[src/rtl/finish_seq_pkg.sv]
// finish_seq_pkg: shared FSM state type and width helpers for the finish sequencer.
package finish_seq_pkg;

    typedef enum logic [1:0] {IDLE, RUN, FINISH, DONE} state_t;

    function automatic int cnt_w(input int n);
        return $clog2(n + 1);
    endfunction

    function automatic int idx_w(input int n);
        return n > 1 ? $clog2(n) : 1;
    endfunction

endpackage

[src/rtl/finish_sequencer_rr_arbiter.sv]
// rr_arbiter: round-robin pick of one eligible unit, searching upward from ptr and wrapping.
module rr_arbiter
    import finish_seq_pkg::*;
#(
    parameter int NUM_UNITS = 2
) (
    input  logic [NUM_UNITS-1:0]          eligible,
    input  logic [idx_w(NUM_UNITS)-1:0]   ptr,
    output logic [NUM_UNITS-1:0]          grant,
    output logic [idx_w(NUM_UNITS)-1:0]   grant_idx
);

    localparam int IW = idx_w(NUM_UNITS);

    // lowest eligible index at or above ptr wins; otherwise the lowest one below it
    always_comb begin
        grant_idx = '0;
        for (int j = NUM_UNITS - 1; j >= 0; j--)
            if (eligible[j] && j < int'(ptr)) grant_idx = IW'(j);
        for (int j = NUM_UNITS - 1; j >= 0; j--)
            if (eligible[j] && j >= int'(ptr)) grant_idx = IW'(j);
        grant = (|eligible) ? NUM_UNITS'(1) << grant_idx : '0;
    end

endmodule

[src/rtl/finish_sequencer.sv]
// finish_sequencer: acknowledges one completion request per cycle until all units are done or
// the run times out, then pulses finish. Define FINISH_SIM_STOP_EN to end simulation on finish.
module finish_sequencer
    import finish_seq_pkg::*;
#(
    parameter int NUM_UNITS = 2,
    parameter int TIMEOUT_W = 16
) (
    input  logic                          clock,
    input  logic                          reset,
    input  logic                          start,
    input  logic [TIMEOUT_W-1:0]          timeout_limit,
    input  logic [NUM_UNITS-1:0]          unit_req,
    output logic [NUM_UNITS-1:0]          unit_ack,
    output logic                          busy,
    output logic [cnt_w(NUM_UNITS)-1:0]   done_count,
    output logic                          finish,
    output logic                          pass,
    output logic                          timeout_flag
);

    localparam int CW = cnt_w(NUM_UNITS);
    localparam int IW = idx_w(NUM_UNITS);

    state_t               state_q;
    logic [NUM_UNITS-1:0] mask_q, mask_d, ack_q, eligible, grant;
    logic [CW-1:0]        count_q, count_d;
    logic [TIMEOUT_W-1:0] cyc_q, cyc_d, limit_q;
    logic [IW-1:0]        ptr_q, ptr_d, grant_idx;
    logic                 busy_q, fin_q, pass_q, to_q, expire;

    assign eligible = unit_req & ~mask_q;

    rr_arbiter #(.NUM_UNITS(NUM_UNITS)) u_arb (
        .eligible  (eligible),
        .ptr       (ptr_q),
        .grant     (grant),
        .grant_idx (grant_idx)
    );

    // next values for a RUN cycle; a timeout only counts when this cycle's grant is not the last one
    always_comb begin
        mask_d  = mask_q | grant;
        count_d = count_q + CW'(|grant);
        cyc_d   = &cyc_q ? cyc_q : cyc_q + 1'b1;
        ptr_d   = ~|grant ? ptr_q : grant_idx == IW'(NUM_UNITS - 1) ? '0 : grant_idx + 1'b1;
        expire  = limit_q != '0 && cyc_d == limit_q && count_d != CW'(NUM_UNITS);
    end

    // run FSM with registered outputs; FINISH is entered one cycle after the last ack so it carries none
    always_ff @(posedge clock) begin
        if (!reset) begin
            state_q <= IDLE;
            mask_q  <= '0;
            ack_q   <= '0;
            count_q <= '0;
            cyc_q   <= '0;
            limit_q <= '0;
            ptr_q   <= '0;
            busy_q  <= 1'b0;
            fin_q   <= 1'b0;
            pass_q  <= 1'b0;
            to_q    <= 1'b0;
        end else begin
            ack_q <= '0;
            fin_q <= 1'b0;
            case (state_q)
                IDLE, DONE: if (start) begin
                    state_q <= RUN;
                    busy_q  <= 1'b1;
                    mask_q  <= '0;
                    count_q <= '0;
                    cyc_q   <= '0;
                    limit_q <= timeout_limit;
                    pass_q  <= 1'b0;
                    to_q    <= 1'b0;
                end
                RUN: begin
                    cyc_q <= cyc_d;
                    if (count_q == CW'(NUM_UNITS)) begin
                        state_q <= FINISH;
                        fin_q   <= 1'b1;
                        pass_q  <= 1'b1;
                    end else if (expire) begin
                        state_q <= FINISH;
                        fin_q   <= 1'b1;
                        to_q    <= 1'b1;
                    end else begin
                        ack_q   <= grant;
                        mask_q  <= mask_d;
                        count_q <= count_d;
                        ptr_q   <= ptr_d;
                    end
                end
                FINISH: begin
                    state_q <= DONE;
                    busy_q  <= 1'b0;
                end
                default: state_q <= IDLE;
            endcase
        end
    end

    assign unit_ack     = ack_q;
    assign busy         = busy_q;
    assign done_count   = count_q;
    assign finish       = fin_q;
    assign pass         = pass_q;
    assign timeout_flag = to_q;

`ifdef FINISH_SIM_STOP_EN
`ifndef SYNTHESIS
    // report the verdict and stop the simulation on the finish pulse
    always_ff @(posedge clock) begin
        if (fin_q) begin
            $display("finish_sequencer: pass=%0b timeout_flag=%0b", pass_q, to_q);
            $finish;
        end
    end
`endif
`else
`endif

endmodule

[config.mk]
export PLATFORM = sky130hd
export DESIGN_NAME = finish_sequencer
export DESIGN_NICKNAME = d
export VERILOG_FILES = /design/src/rtl/finish_seq_pkg.sv /design/src/rtl/finish_sequencer_rr_arbiter.sv /design/src/rtl/finish_sequencer.sv
export SDC_FILE = /design/constraint.sdc
export NUM_CORES = 1
export LEC_CHECK = 0
export CORE_ASPECT_RATIO = 0.8
export CORE_MARGIN = 2
export CORE_UTILIZATION = 50
export DETAILED_ROUTE_END_ITERATION = 8
export PLACE_DENSITY = 0.69
export SETUP_SLACK_MARGIN = 0.3
export SKIP_LAST_GASP = 1
export SYNTH_ARGS = -nofsm -noshare
export SYNTH_HDL_FRONTEND = slang
export SYNTH_SLANG_ARGS = --single-unit
export TNS_END_PERCENT = 1
[constraint.sdc]
create_clock -name clock -period 7.71 [get_ports clock]
set_clock_uncertainty 0.15 [all_clocks]
set_input_delay 2.313 -clock clock [delete_from_list [all_inputs] [get_ports clock]]
set_output_delay 2.313 -clock clock [all_outputs]
set_load 0.1 [all_outputs]
# [Word-level counts from Yosys, hierarchy flattened]
# Cells that the tools add are included.
[word_totals] ram_bits=0 inputBits=21 latchBits=0 mem_bits_ro=0 memories=0 reg_bits=45
[classes] muxes=28 n_reduce_logical=21 n_addsub=3 n_bitwise=7 n_mul=0 n_div=0 n_shift=1 eq_ne=12 n_lt_le_gt_ge=1
[ops] cell="16-bit 2-to-1 mux" n=2
[ops] cell="16-bit case mux with 2 select lines" n=1
[ops] cell="2-bit 2-to-1 mux" n=9
[ops] cell="16-bit by 1-bit adder with 16-bit output, second input constant" n=1
[ops] cell="16-bit == test" n=1
[ops] cell="16-bit AND reduction" n=1
[ops] cell="16-bit nonzero test" n=1
[ops] cell="2-bit != test, second input constant" n=6
[ops] cell="4-bit AND reduction" n=3
[ops] cell="1-bit 2-to-1 mux" n=10
[ops] cell="2-bit AND reduction" n=5
[ops] cell="2-bit case mux with 2 select lines" n=2
[ops] cell="2-bit == test, second input constant" n=3
[ops] cell="1-bit case mux with 2 select lines" n=3
[ops] cell="2-bit case mux with 3 select lines" n=1
[ops] cell="2-bit OR reduction" n=3
[ops] cell="1-bit inverter" n=4
[ops] cell="2-bit nonzero test" n=2
[ops] cell="4-bit OR reduction" n=1
[ops] cell="1-bit logical AND" n=3
[ops] cell="3-bit != test, second input constant" n=1
[ops] cell="3-bit AND reduction" n=1
[ops] cell="2-bit by 1-bit adder with 2-bit output" n=1
[ops] cell="2-bit bitwise AND" n=1
[ops] cell="other kinds (7)" n=7

# [Logic depth before layout (Yosys ltp)]
# Gate-level depths: netlist of run 1.
[depth] depth_word=13 depth_mapped=11 ltp_nobuf=11

# [Hierarchy]
# From an unflattened synthesis of run 1, not the netlist that was laid out.
[hier_totals] hier_cells=370 hier_area_um2=2986.6
[modules_own_cells] module="finish_sequencer" cells_each=366 n_inst=1 area_per_inst_um2=2960.3
[modules_own_cells] module="rr_arbiter" cells_each=4 n_inst=1 area_per_inst_um2=26.3

# [Worst setup path after synthesis of run 1]
# OpenSTA, ideal clock, no wires.
[synth_timing] kind="in2reg" startpoint="input port unit_req[1]" endpoint="register state_q[0]" arrival_time_ns=4.400 path_slack_ns=3.072 path_stages=11 path_buffers=0 cell_sequence="nor2b_1 > a21o_1 > ha_1 > xnor2_1 > o2111ai_1 > a2111oi_2 > nand4_1 > nor4b_4 > nor3_2 > o21a_1 > a311oi_2"
[synth_between] elab_chain_cells=11
[synth_rtl] item="start, declared" line="finish_sequencer.sv:13" source="input logic [NUM_UNITS-1:0] unit_req,"
[synth_rtl] item="2-bit bitwise AND (*)" line="finish_sequencer.sv:32" source="assign eligible = unit_req & ~mask_q;"
[synth_rtl] item="1-bit 2-to-1 mux (2 in a row)" line="finish_sequencer_rr_arbiter.sv:21" source="if (eligible[j] && j >= int'(ptr)) grant_idx = IW'(j);"
[synth_rtl] item="1-bit by 1-bit << shifter with 2-bit output" line="finish_sequencer_rr_arbiter.sv:22" source="grant = (|eligible) ? NUM_UNITS'(1) << grant_idx : '0;"
[synth_rtl] item="2-bit 2-to-1 mux (*)" line="finish_sequencer_rr_arbiter.sv:22"
[synth_rtl] item="2-bit OR reduction (*)" line="finish_sequencer.sv:44" source="count_d = count_q + CW'(|grant);"
[synth_rtl] item="2-bit by 1-bit adder with 2-bit output (*)" line="finish_sequencer.sv:44"
[synth_rtl] item="2-bit != test (*)" line="finish_sequencer.sv:47" source="expire = limit_q != '0 && cyc_d == limit_q && count_d != CW'(NUM_UNITS);"
[synth_rtl] item="1-bit logical AND (*)" line="finish_sequencer.sv:47"
[synth_rtl] item="3-bit != test (no source line) (*)"
[synth_rtl] item="2-bit AND reduction (no source line) (*)"
[synth_rtl] item="end signal, assigned" line="finish_sequencer.sv:53" source="state_q <= IDLE;"
[synth_rtl] item="end signal, assigned" line="finish_sequencer.sv:69" source="state_q <= RUN;"
[synth_rtl] item="end signal, assigned" line="finish_sequencer.sv:81" source="state_q <= FINISH;"
[synth_rtl] item="end, declared" line="finish_sequencer.sv:25" source="state_t state_q;"
# Every way passes the cells marked *; elsewhere a longest branch is shown, timed or not.
# A chain may end at the register's enable or synchronous reset.

# [Worst setup path after layout of run 1]
# Ends and elaborated chain as after synthesis.

==> impl_metrics.toml, run 1 <==
[run_status]
status = "completed"

[critical_path]
worstPathCellList = "clkdlybuf4s50_1, nor2b_1, a21o_1, ha_1, xnor2_1, o2111ai_1, a2111oi_2, nand4_1, nor4b_4, nor3_2, o21a_1, a311oi_2"
rr_startpoint = "cyc_q[0]"
worst-setup-path-type = "in -> reg"
critPathLaunch = "unit_req[1]"
timing.critical_path.buf_inv = 1
critical_path.top_delay_family = "compound AO/OA/AOI/OAI gates"
crit_required_ns = 7.76
slowest_delay_ns = 0.46
arrival_ns = 5.09
end_kind = "register"
critPathMaxFanout = 6
start_kind = "primary input"
critPathSlowestCell = "clkdlybuf4s50_1"

[grt]
overflow = 0
grt_usage_pct = 23.8
grt_pass1_vias = 2313
antenna_found_initial = 0
grt_max_degree = 34
grt_pass1_wl_um = 11400

[logic_synthesis]
asyncSetResetFlopFracSynth_pct = 0
ys_seq_area_share_pct = 33.9
synth_edf_count = 0
syn_area_um2 = 2660
syn_area_per_cell_um2 = 7.67
ys_types = 54
syn_inst = 347
yosysWarnings = 0
ys.flop_type = "dfxtp_1"
syn-num-nets = 373
synth-seq-cells = 45

[floorplanning]
coreArea_um2 = 5060
die_area_um2 = 5930
rows = 23
die_y_um = 69.3
dieWidth_um = 85.6
floorplan.initialDensity_pct = 52.5
pin_count = 29

[clock_network]
ctsHoldBuffers = 0
clockRootBuffer = "clkbuf_8"
h-tree-depth = 2
cts.sinks = 45
clkTransAtPathRegs_ns = 0.09
cts_inserted_buffers = 5
insertion_delay_ns = 0.30
post_cts_resize_count = 0
postCtsSetupRepairBufs = 0
ctsLongestPathBuffers = 2
cts_tree = "yes"

[detailed_routing]
drc = 0
route.vias.total = 2537
drt-initial-drc-count = 224
wl_per_cell_um = 16.5
antenna_left = 0
drt-pass1-iter-count = 5
viasPerCell = 6.03
wirelength_um = 6930

[timing]
setup_tns_ns = 0
worst_slew_pin_slew_ns = 1.12
min_period_ns = 5.03
hold_viol_final = 0
setup_violations = 0
drv_slew = 0
fin_crit_sh_pct = 65.3
clock.fmax_ghz = 0.199
rsz0062_at_grt = "false"
relSlewSlack_pct = 24.5

[power_and_ir_drop]
pwr_density_cell_nw_per_um2 = 283
swShare_pct = 42.5
comb_power_share_pct = 43.1
leakagePower_uw = 0.00107
clkPwrFrac_pct = 21.0
power_frac_seq_pct = 35.9
ir_worst_vdd_uv = 220
intPower_uw = 490
p_switching_uw = 362

[flow_run]
drv_cap = 0

[cells_and_area]
diodes = 0
final_layout_size_suffix_gt1_share_pct = 5.57
syn2layout_area_growth_pct = 13.3
fin_nets = 384
fillers = 503
final_core_util_pct = 59.5

[min_path]
hp-class = "reg -> reg"
min-delay-start = "mask_q[1]"

[placed_design]
port_buffers = 28
hpwl_um = 5050
globalplace.congestion = 0.916
## worst paths after layout
| kind | end | slack (ns) | depth (start not counted) |
|---|---|---|---|
| hold reg to reg | mask_q[1] | 0.33 | 2 |
| setup reg to reg | state_q[0] | 3.82 | 10 |
| setup / recovery | state_q[0] | 2.68 | 12 |
| hold / removal | mask_q[1] | 0.33 | 2 |
## registers in the layout (all words and copies together) (netlist names)
name,flops
busy,1
limit_q,16
cyc_q,16
done_count,2
unit_ack,2
pass,1
state_q,2
timeout_flag,1
finish,1
mask_q,2
ptr_q,1
## through the flow
stage / area (µm²) / cells / worst slack [ns] / power, µW / hold slack [ns]
after floorplan: 2660 / 347 / 3.07 / 580 / 0.284
after global placement: 2900 / 413 / 2.55 / 669 / 0.302
after detailed placement: 2900 / 413 / 2.40 / 672 / 0.313
after CTS: 3010 / 421 / 2.71 / 850 / 0.328
after global routing: 3010 / 421 / 2.50 / 905 / 0.338
final: 3010 / 421 / 2.68 / 852 / 0.329
## power groups by stage
stage / Clock (µW) / Sequential (µW) / Combinational, µW
after floorplan: 0 / 340 / 240
after global placement: 0 / 310 / 359
after detailed placement: 0 / 311 / 361
after CTS: 183 / 305 / 362
after global routing: 194 / 311 / 401
final: 179 / 306 / 367
## cell type report
type	instances	area, µm²	share of cell area (%)
timing repair buffer	28	280	9.30
clock inverter	2	38.8	1.29
multi-input combinational	267	1600	53.2
inverter	11	41.3	1.37
sequential	45	901	29.9
clock buffer	6	72.6	2.41
tap	62	77.6	2.57
## cells by family (layout without fill, tap and decap cells)
group                      Yosys count  in the layout  share of synthesized area [%]
xor gates and xnor gates            19             19                           6.25
buffers and inverters               35             47                           5.92
DFF                                 45             45                           33.9
adders and majority gates            5              5                           2.35
muxes                                1              1                          0.376
AOI/OAI and AO/OA                   92             92                           22.3
and+or+nand+nor                    150            150                           29.0
## layout by cell type, fill, tap and decap left out, types with 5 or more instances in the layout
cell type        synthesis  routed
a21oi_1                 36      36
clkbuf_8                 0       5
clkdlybuf4s50_1          0      28
dfxtp_1                 45      45
ha_1                     5       5
inv_1                   11      11
nand2_1                 55      55
nand3_1                  8       8
nand4_1                 11      11
nor2_1                  33      33
nor3_1                   6       6
nor4_1                   9       9
o21ai_0                 17      16
xnor2_1                 11      11
xor2_1                   8       8
## worst min-delay path: stages, from the launching register on
cell and delay (ns):
dfxtp_1 0.33, inv_1 0.05, o32ai_1 0.06
## metal layers
layer	wire, µm	vias up	global-route usage [%]	share of wire [%]
met2	2830	97	33.7	41
met4	59	0	4.41	0.85
met1	3480	1158	36.2	50
li1	-	1274	-	-
met5	0	-	0	0
met3	562	8	6.55	8.1
## Yosys cell counts (all sizes together), types with 2 or more instances
master	instances	area share [%]
nand2	55	7.8
and3	2	0.47
a21boi	2	0.56
o211ai	2	0.56
o21a	2	0.56
ha	5	2.4
o21ai	17	3.2
o31ai	5	1.6
clkbuf	10	1.4
nor4b	2	1.2
nand2b	2	0.47
a21o	4	1.1
nand3	10	2.3
xnor2	11	3.6
xor2	8	2.6
inv	11	1.6
a31oi	4	0.94
a41oi	2	0.66
and4	4	1.3
o32ai	2	0.66
or3	2	0.47
buf	14	3.0
nand4b	2	0.66
a311oi	4	1.6
a22oi	3	0.85
nor2b	3	0.71
a21oi	36	6.8
o2111ai	2	0.66
nor2	33	4.7
dfxtp	45	34
nand4	13	3.5
a211oi	2	0.56
nor3	7	1.5
nor4	10	2.6
(Power assumes the default switching activity.)
==> inputs of run 2 (changes only) <==
Settings changed: PLACE_DENSITY 0.69 to 0.72.
Clock period 7.71 ns to 4.1 ns, I/O delays scaled along.
==> impl_metrics.toml, run 2 (synthesis gave the netlist of run 1 again) <==
[run_status]
status = "completed"

[critical_path]
rr_startpoint = "cyc_q[0]"
start_kind = "primary input"
crit_top_cell = "a21o_1"
ff2ff_path_depth = 12
arrival_ns = 3.67
crit_end = "done_count[1]"
end_kind = "register"
critPathMaxFanout = 3
crit_required_ns = 4.20
slowest_delay_ns = 0.40
worstPathCellList = "dlymetal6s2s_1, nor2b_4, a21o_1, ha_4, xnor2_2, o2111ai_2, a2111oi_4, nand4_1, nor4b_4, buf_4, nor2_2, a21oi_2, a21o_1"
regToRegSetupSlack_ns = 0.88
r2r_end = "done_count[1]"
worst-setup-path-type = "in -> reg"
critPathSlowestCell = "nor4b_4"
critPathLaunch = "unit_req[1]"

[clock_network]
cts_inserted_buffers = 5
cts.sinks = 45
ctsHoldBuffers = 0
cts_tree = "yes"
ctsLongestPathBuffers = 2
insertion_delay_ns = 0.30
clkTransAtPathRegs_ns = 0.09
clockRootBuffer = "clkbuf_8"
h-tree-depth = 2

[detailed_routing]
wirelength_um = 6910
drc = 0
antenna_left = 0
viasPerCell = 6.05
wl_per_cell_um = 16.1
drt-initial-drc-count = 234
route.vias.total = 2600
drt-pass1-iter-count = 5

[timing]
min_period_ns = 3.57
clock.fmax_ghz = 0.280
relSlewSlack_pct = 25.6
setup_violations = 0
worst_slew_pin_slew_ns = 1.12
fin_crit_sh_pct = 87.1
rsz0062_at_grt = "false"
hold_viol_final = 0
drv_slew = 0
setup_tns_ns = 0

[power_and_ir_drop]
pwr_density_cell_nw_per_um2 = 520
leakagePower_uw = 0.00114
ir_worst_vdd_uv = 504

[cells_and_area]
final_layout_size_suffix_gt1_share_pct = 10.6
diodes = 0
layout_common_cells = "nand2_1 (54), dfxtp_1 (45), a21oi_1 (35), nor2_1 (32), clkdlybuf4s50_1 (24)"
mostFrequentLayoutCell = "nand2_1"
fin_nets = 393
final_core_util_pct = 61.7
syn2layout_area_growth_pct = 17.4
top_regs = "cyc_q: 16 flops, limit_q: 16 flops"
fin_area_um2 = 3130

[floorplanning]
die_y_um = 69.3
rows = 23
coreArea_um2 = 5060
die_area_um2 = 5930
dieWidth_um = 85.6
floorplan.initialDensity_pct = 52.5
pin_count = 29

[grt]
grt_usage_pct = 23.7
grt_pass1_wl_um = 11500
grt_max_degree = 34
antenna_found_initial = 0
grt_pass1_vias = 2295
overflow = 0

[placed_design]
hpwl_um = 4990
globalplace.congestion = 0.912
place_area_um2 = 2940
port_buffers = 28

[min_path]
hp-class = "reg -> reg"

[flow_run]
drv_cap = 0
run 2: cell type report:
class	count	area, µm²
inverter	11	41.3
tap	62	77.6
timing repair buffer	37	348
fill	453	1940
clock inverter	3	25.0
clock buffer	5	68.8
sequential	45	901
multi-input combinational	267	1660
run 2: worst min-delay path by stage:
stage	cells past startpoint	from	end
2_1_floorplan	2	mask_q[1]	mask_q[1]
3_3_place_gp	2	mask_q[1]	mask_q[1]
3_5_place_dp	2	mask_q[1]	mask_q[1]
4_1_cts	2	limit_q[2]	limit_q[2]
5_1_grt	2	limit_q[0]	limit_q[0]
6_report	2	limit_q[0]	limit_q[0]
run 2: power breakdown:
part	internal (µW)	switching [µW]
registers	503	74.4
clock network	123	165
logic	285	476
run 2: timing repair:
| item | CTS | global route |
|---|---|---|
| setup endpoints to repair | 5 | 9 |
| setup buffers | 1 | 2 |
| resized for setup | 2 | 11 |
| pin swaps | 4 | 10 |
run 2: stage by stage:
stage                     cells  total power [µW]  hold WS, ns  worst slack [ns]
final                       430              1630        0.343             0.530
after floorplan             347              1090        0.284             0.545
after CTS                   428              1580        0.343             0.363
after global placement      419              1270        0.303            0.0305
after detailed placement    419              1280        0.322           -0.0797
after global routing        430              1740        0.363             0.357
run 2: worst max-delay path, delay by kind of cell:
kind / cells / cell delay [ns]
AOI/OAI and AO/OA: 5 / 1.01
xor gates and xnor gates: 1 / 0.16
adders and majority gates: 1 / 0.18
buffers and inverters: 2 / 0.32
and+or+nand+nor: 4 / 0.77
run 2: metal layers:
metal  up-vias  track usage [%]  wire (µm)
li1       1286                -          -
met1      1196             37.0       3370
met2       108             34.2       2930
met3        10             4.88        549
met4         0             3.70         55
met5         -                0          0
